<file path="config.mk">
export PLATFORM = sky130hd
export DESIGN_NAME = smaesh_out_serializer
export DESIGN_NICKNAME = d
export VERILOG_FILES = /design/src/rtl/smaesh_out_serializer.sv
export SDC_FILE = /design/constraint.sdc
export NUM_CORES = 1
export LEC_CHECK = 0
export CORE_ASPECT_RATIO = 1.5
export CORE_MARGIN = 1
export CORE_UTILIZATION = 40
export CTS_BUF_LIST = sky130_fd_sc_hd__clkbuf_8
export CTS_CLUSTER_DIAMETER = 120
export DETAILED_ROUTE_END_ITERATION = 6
export PLACE_DENSITY_LB_ADDON = 0.3
export SLEW_MARGIN = 20
export SYNTH_ARGS = -nofsm -noshare
export SYNTH_HDL_FRONTEND = slang
export SYNTH_SLANG_ARGS = --single-unit
</file>
<file path="constraint.sdc">
create_clock -name clk -period 2 [get_ports clk]
set_clock_uncertainty 0.2 [all_clocks]
set_input_delay 0.6 -clock clk [delete_from_list [all_inputs] [get_ports clk]]
set_output_delay 0.6 -clock clk [all_outputs]
set_load 0.01 [all_outputs]
</file>
<file path="src/rtl/smaesh_out_serializer.sv">
// Serializes a 128*d-bit shared ciphertext block into 32-bit share words tagged with share/word index.
// Optional SMAESH_OUT_SERIALIZER_SKID_EN adds a pending block register so in_ready has no out_ready path.
module smaesh_out_serializer #(
  parameter int d  = 2,
  parameter int SW = ($clog2(d) < 1) ? 1 : $clog2(d)
) (
  input  logic              clk,
  input  logic              rst,
  input  logic              in_valid,
  output logic              in_ready,
  input  logic [128*d-1:0]  in_shares_data,
  output logic              out_valid,
  input  logic              out_ready,
  output logic [31:0]       out_data,
  output logic [SW-1:0]     out_share_idx,
  output logic [1:0]        out_word_idx,
  output logic              out_last
);

  localparam int BW = 128 * d;

  typedef enum logic {
    EMPTY = 1'b0,
    SEND  = 1'b1
  } state_t;

  state_t          state;
  logic [BW-1:0]   buffer;
  logic [SW-1:0]   share_cnt;
  logic [1:0]      word_cnt;
  logic            out_fire;
  logic            in_fire;
  logic            is_last;

  // The buffer drains through zero-fill shifts, so an idle serializer already drives zero data.
  assign out_valid     = (state == SEND);
  assign is_last       = out_valid && (share_cnt == SW'(d - 1)) && (word_cnt == 2'd3);
  assign out_last      = is_last;
  assign out_data      = buffer[31:0];
  assign out_share_idx = share_cnt;
  assign out_word_idx  = word_cnt;
  assign out_fire      = out_valid && out_ready;
  assign in_fire       = in_valid && in_ready;

`ifdef SMAESH_OUT_SERIALIZER_SKID_EN
  logic [BW-1:0] pend_buf;
  logic          pend_full;

  assign in_ready = !pend_full;

  always_ff @(posedge clk or negedge rst) begin
    if (!rst) begin
      // NOTE: the data registers are reset too; they hold key-dependent shares that must not survive a reset.
      state     <= EMPTY;
      buffer    <= '0;
      pend_buf  <= '0;
      pend_full <= 1'b0;
      share_cnt <= '0;
      word_cnt  <= '0;
    end else if (out_fire) begin
      if (is_last) begin
        share_cnt <= '0;
        word_cnt  <= '0;
        if (pend_full) begin
          buffer    <= pend_buf;
          pend_buf  <= '0;
          pend_full <= 1'b0;
        end else if (in_fire) begin
          buffer <= in_shares_data;
        end else begin
          state  <= EMPTY;
          buffer <= '0;
        end
      end else begin
        buffer   <= {32'd0, buffer[BW-1:32]};
        word_cnt <= word_cnt + 2'd1;
        if (word_cnt == 2'd3) share_cnt <= share_cnt + SW'(1);
        if (in_fire) begin
          pend_buf  <= in_shares_data;
          pend_full <= 1'b1;
        end
      end
    end else if (in_fire) begin
      if (state == EMPTY) begin
        state     <= SEND;
        buffer    <= in_shares_data;
        share_cnt <= '0;
        word_cnt  <= '0;
      end else begin
        pend_buf  <= in_shares_data;
        pend_full <= 1'b1;
      end
    end
  end
`else
  // Accepting on the last-word handshake keeps consecutive blocks bubble-free.
  assign in_ready = (state == EMPTY) || (out_fire && is_last);

  always_ff @(posedge clk or negedge rst) begin
    if (!rst) begin
      // NOTE: the data registers are reset too; they hold key-dependent shares that must not survive a reset.
      state     <= EMPTY;
      buffer    <= '0;
      share_cnt <= '0;
      word_cnt  <= '0;
    end else if (in_fire) begin
      state     <= SEND;
      buffer    <= in_shares_data;
      share_cnt <= '0;
      word_cnt  <= '0;
    end else if (out_fire) begin
      if (is_last) begin
        state     <= EMPTY;
        buffer    <= '0;
        share_cnt <= '0;
        word_cnt  <= '0;
      end else begin
        buffer   <= {32'd0, buffer[BW-1:32]};
        word_cnt <= word_cnt + 2'd1;
        if (word_cnt == 2'd3) share_cnt <= share_cnt + SW'(1);
      end
    end
  end
`endif

endmodule
</file>
==> out/summary.txt <==
Status - complete, but fails checks
Violated checks - negative setup slack
Post-synthesis compound-gate area fraction - 0.225
Arr. time, crit path - 2530 ps
Worst R2R Start - out_word_idx[0]$_DFFE_PN0P_
Final hold viol count - 0
IO Pins - 298
Synth top area cells - dfrtp_1, a221o_1, and2_0
DP Area - 14800 um^2
FF-to-FF End - buffer[168]$_DFFE_PN0P_
CTS tree - built
HPWL after DPL - 21200 um
Initial DRC count - 561
Most frequent cells in the layout - dfrtp_1, clkdlybuf4s50_1, a221o_1
Max_cap viols - 0
GPL Wtd Cong - 0.817
Site Rows - 75
CTS max path bufs - 3
Sequential fraction of the synthesis area - 0.569
Core footprint - 28100 um^2
R2R depth - 11
Post-synthesis mux area share - 0.00295
Final ANT Viol Nets - 0
Clock root buffer - clkbuf_8
Total design power - 0.0192 W
Fraction of the cycle the final worst path needs - 1.15
Syn nets - 1134
Largest family of logic cells by synthesized area - compound AO/OA/AOI/OAI gates
Wirelength, routed - 34000 um
Number of remaining DRC errors - 0
Setup ws final - -291 ps
Initial Utilization - 0.408
Worst min path class - flop to flop
Clock sinks - 260
Slew Viols, Final - 0
Max Fclk - 0.436 GHz
#FFs+latches synth - 260
Number of distinct library cells after synthesis - 24
Pre-CTS WS - -601 ps
Leading cell type in the layout, fill and taps excluded - dfrtp_1
WS Path Type - flop to flop
Area Growth Syn to Fin - 45.7%
Routed via count - 8870
Fillers - 2219
Clock Latency Late Sink - 550 ps
# setup viols final - 260
Cells after synthesis - 873
Total CTS buffers - 41
Worst VDD drop - 605 uV
Post-synth top area cell - dfrtp_1
YS warnings - 0
Syn Area/Cell - 13.1 um^2
Flop2flop setup slack - -290 ps
Slew headroom - 0.667
Die Wd - 140 um
Critical-path maximum fanout - 9
Sum Neg Setup Slack - -40970 ps
Die footprint - 29300 um^2
Design Area, Final - 16700 um^2
Mapped cell area - 11400 um^2
PortBufs - 297
Share of post-route cells with drive strength above 1 - 0.160
Routed vias/inst - 5.54
Post-Synth Adder-Cell Area - 0.00109
Worst-margin pin slew - 489 ps
First-pass GRT wire length - 48500 um
Grt total ovfl - 0
Startpoint types - flop
Clk pin slew, worst setup/hold paths - 70 ps
LEAKAGE - 7.50 nW
Vias in the first global route - 8988
Synth Area in Simple Gates - 0.127
Synth Area in XOR/XNOR - 0.000766
Largest net degree at the start of global routing - 121
Drt pass-1 iters - 5
RSZ-0062 raised after global routing - true
H-tree lvl count - 2
End of the critical path - buffer[168]$_DFFE_PN0P_
Vert. Die Dim - 209 um
Synth top area share - 0.569
CP endpoint kind - flop
Nets - 1474
CP Launch Point - out_word_idx[0]$_DFFE_PN0P_
Final min period - 2290 ps
Initial antenna violation count - 9
Total GRT Usage - 0.211
Worst Path Required - 2240 ps
Pwr dens - 1150 nW/um^2
Wire length per cell - 21.3 um
-- where the power goes --
group | internal [W] | switching [W]
sequential | 0.00724 | 0.00115
clock | 0.00280 | 0.00211
combinational | 0.00364 | 0.00225
total | 0.0137 | 0.00551
-- per-stage QoR --
| stage | hold slack [ps] | utilization | cells |
|---|---|---|---|
| finish | 298 | 0.594 | 1600 |
| global route | 310 | 0.594 | 1600 |
| CTS | 300 | 0.564 | 1556 |
| detailed placement | 284 | 0.529 | 1474 |
| global placement | 278 | 0.529 | 1474 |
| floorplan | 104 | - | 873 |
-- metal layers --
layer  GRT usage  share of wire  wire length, um
met1       0.268           0.41            13900
met2       0.348           0.51            17300
met3      0.0387          0.053             1800
met4      0.0970          0.030             1020
met5           0              0                0
-- critical path, stage by stage, from the launching register on --
cell and delay, ps:
dfrtp_1 430, ha_4 200, nand3_4 80, buf_4 110, buf_4 110, buf_6 90, a21boi_4 50, buf_12 150
buf_6 120, clkbuf_16 170, clkbuf_16 160, a221o_1 290
-- registers in the layout, indices dropped and copies added (netlist names) --
name,flops
out_share_idx,1
buffer,256
out_word_idx,2
out_valid,1
-- cell families (layout without fill, tap and decap cells) --
family | after synthesis | count (layout)
AOI/OAI and AO/OA | 261 | 261
xor gates and xnor gates | 1 | 1
adders and majority gates | 1 | 1
buffers and inverters | 113 | 484
DFF | 260 | 260
muxes | 2 | 2
other | 0 | 10
and+or+nand+nor | 235 | 235
-- area by class of cell --
cell class,instances,area (um^2),area share
Sequential cell,260,6510,0.391
Timing Repair Buffer,410,4670,0.280
Multi-Input combinational cell,500,4120,0.247
Clock buffer,54,743,0.0446
Tap cell,346,433,0.0260
Clock inverter,20,161,0.00969
Antenna cell,10,25.0,0.00150
-- synthesized netlist by cell type --
library cell    n
a21boi_2        1
a21o_1          1
a21oi_4         1
a221o_1       224
a22o_1         32
and2_0        173
and2_1         51
and3_1          1
buf_2          20
buf_4          61
buf_6          23
clkbuf_1        9
dfrtp_1       260
ha_1            1
mux2_2          1
mux2i_4         1
nand2_1         4
nand2b_1        1
nand3_1         2
nor2_1          1
nor2b_1         1
nor3b_1         1
o21ai_0         2
xnor2_1         1
-- timing repair --
item                                    4_1_cts  5_1_grt
cloned                                        0       27
buffers inserted                              7        9
pin swaps                                     3        7
hold buffers                                  1        0
resized for setup                           114       42
endpoints found under the hold margin        29        0
endpoints found under the setup margin       38      278
-- worst min path at each step --
stage	start	endpoint	slack (ps)	cells after the start
floorplan	rst	buffer[0]$_DFFE_PN0P_	100	0
global placement	buffer[178]$_DFFE_PN0P_	buffer[146]$_DFFE_PN0P_	280	1
detailed placement	buffer[92]$_DFFE_PN0P_	buffer[60]$_DFFE_PN0P_	280	1
CTS	buffer[92]$_DFFE_PN0P_	buffer[60]$_DFFE_PN0P_	300	1
global route	buffer[51]$_DFFE_PN0P_	buffer[19]$_DFFE_PN0P_	310	1
finish	buffer[205]$_DFFE_PN0P_	buffer[173]$_DFFE_PN0P_	300	1
No activity file was read; power rests on OpenSTA's default activity.
